[config.mk]
export PLATFORM = sky130hd
export DESIGN_NAME = uop_dual_queue
export DESIGN_NICKNAME = d
export VERILOG_FILES = /design/src/rtl/uop_pkg.sv /design/src/rtl/uop_fifo.sv /design/src/rtl/uop_dual_queue.sv
export SDC_FILE = /design/constraint.sdc
export NUM_CORES = 1
export LEC_CHECK = 0
export CAP_MARGIN = 20
export CORE_MARGIN = 2
export CORE_UTILIZATION = 55
export CTS_CLUSTER_DIAMETER = 40
export DETAILED_ROUTE_END_ITERATION = 8
export PLACE_DENSITY = 0.78
export REMOVE_ABC_BUFFERS = 1
export SLEW_MARGIN = 20
export SYNTH_ARGS = -nofsm -noshare
export SYNTH_HDL_FRONTEND = slang
export SYNTH_SLANG_ARGS = --single-unit
[constraint.sdc]
create_clock -name clk -period 3 [get_ports clk]
set_input_delay 0.9 -clock clk [delete_from_list [all_inputs] [get_ports clk]]
set_output_delay 0.9 -clock clk [all_outputs]
set_load 0.1 [all_outputs]
[src/rtl/uop_pkg.sv]
`default_nettype none
// ---------------------------------------------------------------------------
// Module : uop_pkg
// Desc   : Shared micro-op widths, field positions and the NOP encoding.
// Rev    : 1.0
// ---------------------------------------------------------------------------
package uop_pkg;

    localparam int UOP_W     = 20;
    localparam int ENTRY_W   = UOP_W + 1;

    localparam int STORE_BIT = 13;
    localparam int DEST_MSB  = 11;
    localparam int DEST_LSB  = 8;
    localparam int SRC0_MSB  = 2;
    localparam int SRC0_LSB  = 0;
    localparam int SRC1_MSB  = 5;
    localparam int SRC1_LSB  = 3;

    // Dest 4'hF can never equal a zero-extended 3-bit source, so no false hazards.
    localparam logic [UOP_W-1:0] NOP_UOP = 20'h00F00;

    typedef struct packed {
        logic             last;
        logic [UOP_W-1:0] uop;
    } uop_entry_t;

endpackage
`default_nettype wire

[src/rtl/uop_fifo.sv]
`default_nettype none
// ---------------------------------------------------------------------------
// Module : uop_fifo
// Desc   : One micro-op stream: storage, pointers, head view and last-issued uop.
// Rev    : 1.0
// ---------------------------------------------------------------------------
module uop_fifo #(
    parameter int               DEPTH   = 4,
    parameter int               UOP_W   = 20,
    parameter logic [UOP_W-1:0] NOP_UOP = 20'h00F00
) (
    input  logic             clk,
    input  logic             rst_n,
    input  logic             flush,
    input  logic             push,
    input  logic [UOP_W-1:0] push_uop,
    input  logic             push_last,
    input  logic             pop_req,
    output logic             full,
    output logic             valid,
    output logic [UOP_W-1:0] uop_next,
    output logic             uop_is_last,
    output logic [UOP_W-1:0] uop_last,
    output logic             overflow_ev,
    output logic             underflow_ev
);
    import uop_pkg::*;

    localparam int             AW       = $clog2(DEPTH);
    localparam logic [AW:0]    FULL_CNT = (AW+1)'(DEPTH);

    logic [UOP_W:0]   mem_q [DEPTH];
    logic [UOP_W:0]   mem_d [DEPTH];
    logic [AW-1:0]    rd_ptr_q, rd_ptr_d;
    logic [AW-1:0]    wr_ptr_q, wr_ptr_d;
    logic [AW:0]      count_q, count_d;
    logic [UOP_W-1:0] uop_last_q, uop_last_d;
    logic [UOP_W:0]   head;
    logic             do_pop;
    logic             do_push;

    assign valid = (count_q != '0);
    assign full  = (count_q == FULL_CNT);
    assign head  = mem_q[rd_ptr_q];

    assign uop_next    = valid ? head[UOP_W-1:0] : NOP_UOP;
    assign uop_is_last = valid & head[UOP_W];
    assign uop_last    = uop_last_q;

    // A full queue still accepts a push when the same stream pops this cycle.
    assign do_pop  = pop_req & valid & ~flush;
    assign do_push = push & (~full | do_pop) & ~flush;

    assign overflow_ev  = push & ~flush & ~do_push;
    assign underflow_ev = pop_req & ~valid & ~flush;

    always_comb begin
        mem_d      = mem_q;
        rd_ptr_d   = rd_ptr_q;
        wr_ptr_d   = wr_ptr_q;
        count_d    = count_q;
        uop_last_d = uop_last_q;
        if (flush) begin
            rd_ptr_d   = '0;
            wr_ptr_d   = '0;
            count_d    = '0;
            uop_last_d = NOP_UOP;
        end else begin
            if (do_pop) begin
                rd_ptr_d   = rd_ptr_q + AW'(1);
                uop_last_d = head[UOP_W-1:0];
            end
            if (do_push) begin
                mem_d[wr_ptr_q] = {push_last, push_uop};
                wr_ptr_d        = wr_ptr_q + AW'(1);
            end
            case ({do_push, do_pop})
                2'b10:   count_d = count_q + (AW+1)'(1);
                2'b01:   count_d = count_q - (AW+1)'(1);
                default: count_d = count_q;
            endcase
        end
    end

    always_ff @(posedge clk or negedge rst_n) begin
        if (!rst_n) begin
            for (int i = 0; i < DEPTH; i++) begin
                mem_q[i] <= '0;
            end
            rd_ptr_q   <= '0;
            wr_ptr_q   <= '0;
            count_q    <= '0;
            uop_last_q <= NOP_UOP;
        end else begin
            mem_q      <= mem_d;
            rd_ptr_q   <= rd_ptr_d;
            wr_ptr_q   <= wr_ptr_d;
            count_q    <= count_d;
            uop_last_q <= uop_last_d;
        end
    end

endmodule
`default_nettype wire

[src/rtl/uop_dual_queue.sv]
`default_nettype none
// ---------------------------------------------------------------------------
// Module : uop_dual_queue
// Desc   : Two micro-op stream FIFOs feeding the dual-stream scheduler.
// Rev    : 1.0
// ---------------------------------------------------------------------------
module uop_dual_queue #(
    parameter int               DEPTH   = 4,
    parameter int               UOP_W   = uop_pkg::UOP_W,
    parameter logic [UOP_W-1:0] NOP_UOP = uop_pkg::NOP_UOP
) (
    input  logic             clk,
    input  logic             rst_n,
    input  logic             flush,
    input  logic             push_a,
    input  logic [UOP_W-1:0] push_uop_a,
    input  logic             push_last_a,
    output logic             full_a,
    input  logic             push_b,
    input  logic [UOP_W-1:0] push_uop_b,
    input  logic             push_last_b,
    output logic             full_b,
    input  logic             issue_en,
    input  logic             issue_sel,
    output logic [UOP_W-1:0] uop_next_a,
    output logic             uop_is_last_a,
    output logic             is_a_valid,
    output logic [UOP_W-1:0] uop_last_a,
    output logic [UOP_W-1:0] uop_next_b,
    output logic             uop_is_last_b,
    output logic             is_b_valid,
    output logic [UOP_W-1:0] uop_last_b,
    output logic             overflow,
    output logic             underflow
);
    import uop_pkg::*;

    logic pop_req_a, pop_req_b;
    logic ovf_a, ovf_b, udf_a, udf_b;
    logic overflow_q, overflow_d;
    logic underflow_q, underflow_d;

    // issue_sel is a one-hot choice, so at most one stream is ever asked to pop.
    assign pop_req_a = issue_en & ~issue_sel;
    assign pop_req_b = issue_en &  issue_sel;

    uop_fifo #(.DEPTH(DEPTH), .UOP_W(UOP_W), .NOP_UOP(NOP_UOP)) u_fifo_a (
        .clk          (clk),
        .rst_n        (rst_n),
        .flush        (flush),
        .push         (push_a),
        .push_uop     (push_uop_a),
        .push_last    (push_last_a),
        .pop_req      (pop_req_a),
        .full         (full_a),
        .valid        (is_a_valid),
        .uop_next     (uop_next_a),
        .uop_is_last  (uop_is_last_a),
        .uop_last     (uop_last_a),
        .overflow_ev  (ovf_a),
        .underflow_ev (udf_a)
    );

    uop_fifo #(.DEPTH(DEPTH), .UOP_W(UOP_W), .NOP_UOP(NOP_UOP)) u_fifo_b (
        .clk          (clk),
        .rst_n        (rst_n),
        .flush        (flush),
        .push         (push_b),
        .push_uop     (push_uop_b),
        .push_last    (push_last_b),
        .pop_req      (pop_req_b),
        .full         (full_b),
        .valid        (is_b_valid),
        .uop_next     (uop_next_b),
        .uop_is_last  (uop_is_last_b),
        .uop_last     (uop_last_b),
        .overflow_ev  (ovf_b),
        .underflow_ev (udf_b)
    );

    // Error flags are sticky until reset; flush deliberately leaves them alone.
    always_comb begin
        overflow_d  = overflow_q  | ovf_a | ovf_b;
        underflow_d = underflow_q | udf_a | udf_b;
    end

    always_ff @(posedge clk or negedge rst_n) begin
        if (!rst_n) begin
            overflow_q  <= 1'b0;
            underflow_q <= 1'b0;
        end else begin
            overflow_q  <= overflow_d;
            underflow_q <= underflow_d;
        end
    end

    assign overflow  = overflow_q;
    assign underflow = underflow_q;

endmodule
`default_nettype wire

==> flow_metrics.tcl <==
set metrics [dict create \
    synth_top_cell_by_area "dfrtp_1" \
    drive_gt1_share_pct 53.0 \
    synthTopCellsByCount "dfrtp_1 (216), mux2_2 (169), mux4_2 (42)" \
    synth_edf_count 0 \
    worst_pin_slew_ns 0.758 \
    num_vias 6350 \
    insertedDiodeCount 0 \
    synth_top_area_share_pct 54.3 \
    ant_nets 0 \
    cpMaxStageDelayCell "dfrtp_1" \
    clockBufferDepth 3 \
    max_cap_violations 0 \
    critPathMaxStageDelay_ns 0.53 \
    finClkSkew_ns 0.0140 \
    detail_route.first_pass.iterations 4 \
    slew_headroom_pct 49.3 \
    initial_utilization_pct 55.8 \
    grtUsageTotal_pct 25.2 \
    area_growth_pct 35.8 \
    utilization_pct 75.7 \
    synth-simple-area-share_pct 5.85 \
    wl_per_cell_um 21.9 \
    hold_buffers 0 \
    synth_xor_area_share_pct 0.704 \
    grt_pass1_vias 7000 \
    synth_most_common_cell "dfrtp_1" \
    antenna_found_initial 0 \
    synthCells 649 \
    finalSetupViolations 0 \
    hold_class "input pin to asynchronous set/reset pin" \
    htreeDepth 1 \
    cts_made_buffers 31 \
    rsz0062_at_grt "yes" \
    synth.area.top_cells "dfrtp_1 (54%), mux2_2 (19%), mux4_2 (9.5%)" \
    portBuffers 136 \
    cp_top_family "flip-flops" \
    r2r_start "u_fifo_b.count_q[0]$_DFFE_PN0P_" \
    insertion_delay_ns 0.54 \
    synth_compound_area_share_pct 4.57 \
    synth_ff_type "dfrtp_1" \
    clock.fmax_ghz 0.334 \
    synth-seq-cells 224 \
    hold_viol_final 0 \
    num_io_pins 137 \
    grt.overflow.total 0 \
    clockRootBuffer "clkbuf_16" \
    crit_type "register to primary output" \
    synth.area.mux_share_pct 28.8 \
    drv_slew 0 \
    drc 0 \
    drt_iter0_markers 305 \
    cp_num_buf_inv 2 \
    dp_hpwl_um 15100 \
    grt_max_degree 78 \
    path_clk_slew_ns 0.05 \
    cp.required_ns 2.10 \
    yosys.area_share.adder_pct 1.41 \
    yosysWarnings 0 \
    fillers 1042 \
    cts_tree "built" \
    syn_area_mm2 0.00995 \
    clock_sinks 224 \
    rows 49 \
    dieWidth_um 138 \
    cp.arrival_ns 2.10 \
    gp_congestion 0.754 \
    synth_top_family_by_area "multiplexers" \
    avgSynthCellArea_um2 15.3 \
    end_kind "primary output" \
    startpoint "u_fifo_b.rd_ptr_q[1]$_DFFE_PN0P_" \
    die_area_mm2 0.0192 \
    place_area_mm2 0.0121 \
    core_mm2 0.0178 \
    multi_input_comb_area_mm2 0.00420 \
    grt_first_pass_wirelength_um 38300 \
    cp_max_fo 17 \
    synth_async_sr_flop_share_pct 100 \
    cp-start-kind "register" \
    period_share_pct 99.9 \
    ys_types 44 \
    final_nets 892 \
    viasPerCell 5.85 \
    cp_cell_sequence "buf_6, mux4_2, nor2b_4, clkbuf_16" \
    fin_crit_ns 3.00 \
    outcome "complete, no violations" \
    die_y_um 138 \
    final-seq-area_mm2 0.00562 \
    design_area_mm2 0.0135 \
    synth.yosys.seq_area_share_pct 56.5 \
    totalWireLength_um 23700 \
]
==> layout by cell type (no fill, tap or decap), types with 16 or more instances in the layout <==
cell,count
dfrtp_1,214
nand2_1,16
a22o_1,33
clkbuf_16,34
mux4_2,42
buf_12,56
nor2b_1,16
clkdlybuf4s50_1,47
mux2_2,169
buf_4,76
==> flip-flops by register name, indices dropped and copies added (netlist names) <==
register           flops
u_fifo_a.rd_ptr_q      2
u_fifo_b.rd_ptr_q      2
overflow               1
u_fifo_a.uop_last     20
u_fifo_b.mem_q        84
u_fifo_a.mem_q        84
u_fifo_a.count_q       3
u_fifo_b.wr_ptr_q      2
u_fifo_b.count_q       3
u_fifo_a.wr_ptr_q      2
underflow              1
u_fifo_b.uop_last     20
==> layout make-up <==
type,count,share of cell area [%]
Timing Repair Buffer,187,17.1
Timing Repair inverter,1,0.0556
Inverter,8,0.250
Multi-Input combinational cell,380,31.1
Sequential cell,224,41.6
Clock inverter,17,1.57
Clock buffer,40,6.21
Tap cell,229,2.12
==> per-layer routing <==
metal	wire length, um	vias to the layer above	share of wire [%]	GRT usage [%]
met4	538	0	2.3	7.20
met1	9420	3359	40	31.5
met3	1140	47	4.8	5.16
li1	-	2760	-	-
met5	0	-	0	0
met2	12600	184	53	44.8
==> cells by family after synthesis <==
family / after synthesis
multiplexers: 213
XOR/XNOR: 8
AO/OA/AOI/OAI: 52
adder cells (fa/ha/maj): 10
buffers and inverters: 45
flip-flops: 224
AND/OR/NAND/NOR: 97
==> path summary, 6_finish.rpt <==
check	endpoint	slack, ns	depth (start not counted)
max	uop_next_b[19]	0.004	4
min in group clk	overflow$_DFF_PN0_	0.48	1
max reg2reg	u_fifo_b.count_q[2]$_DFFE_PN0P_	0.63	7
max in group asynchronous	u_fifo_a.mem_q[58]$_DFFE_PN0P_	1.81	2
min reg2reg	overflow$_DFF_PN0_	0.48	1
min	u_fifo_b.uop_last[4]$_DFFE_PN0P_	0.30	1
==> stage by stage <==
stage / cells / hold slack, ns / setup WS [ns] / setup TNS [ns]
after floorplan: 612 / 0.474 / -1.20 / -220.88
after global placement: 1009 / 0.464 / 0.183 / 0
after detailed placement: 1009 / 0.465 / 0.122 / 0
after CTS: 1079 / 0.353 / -0.0396 / -0.401
after global routing: 1086 / 0.370 / -0.0655 / -0.907
final: 1086 / 0.300 / 0.00365 / 0
==> repair_timing <==
action / CTS / global route
gates resized for setup: 32 / 12
setup buffers: 11 / 6
pin swaps: 2 / 10
cloned: 2 / 1
endpoints found under the setup margin: 43 / 42
Power is not shown: default switching activity piles up to over one toggle a cycle in this logic, so the estimate is an artifact.
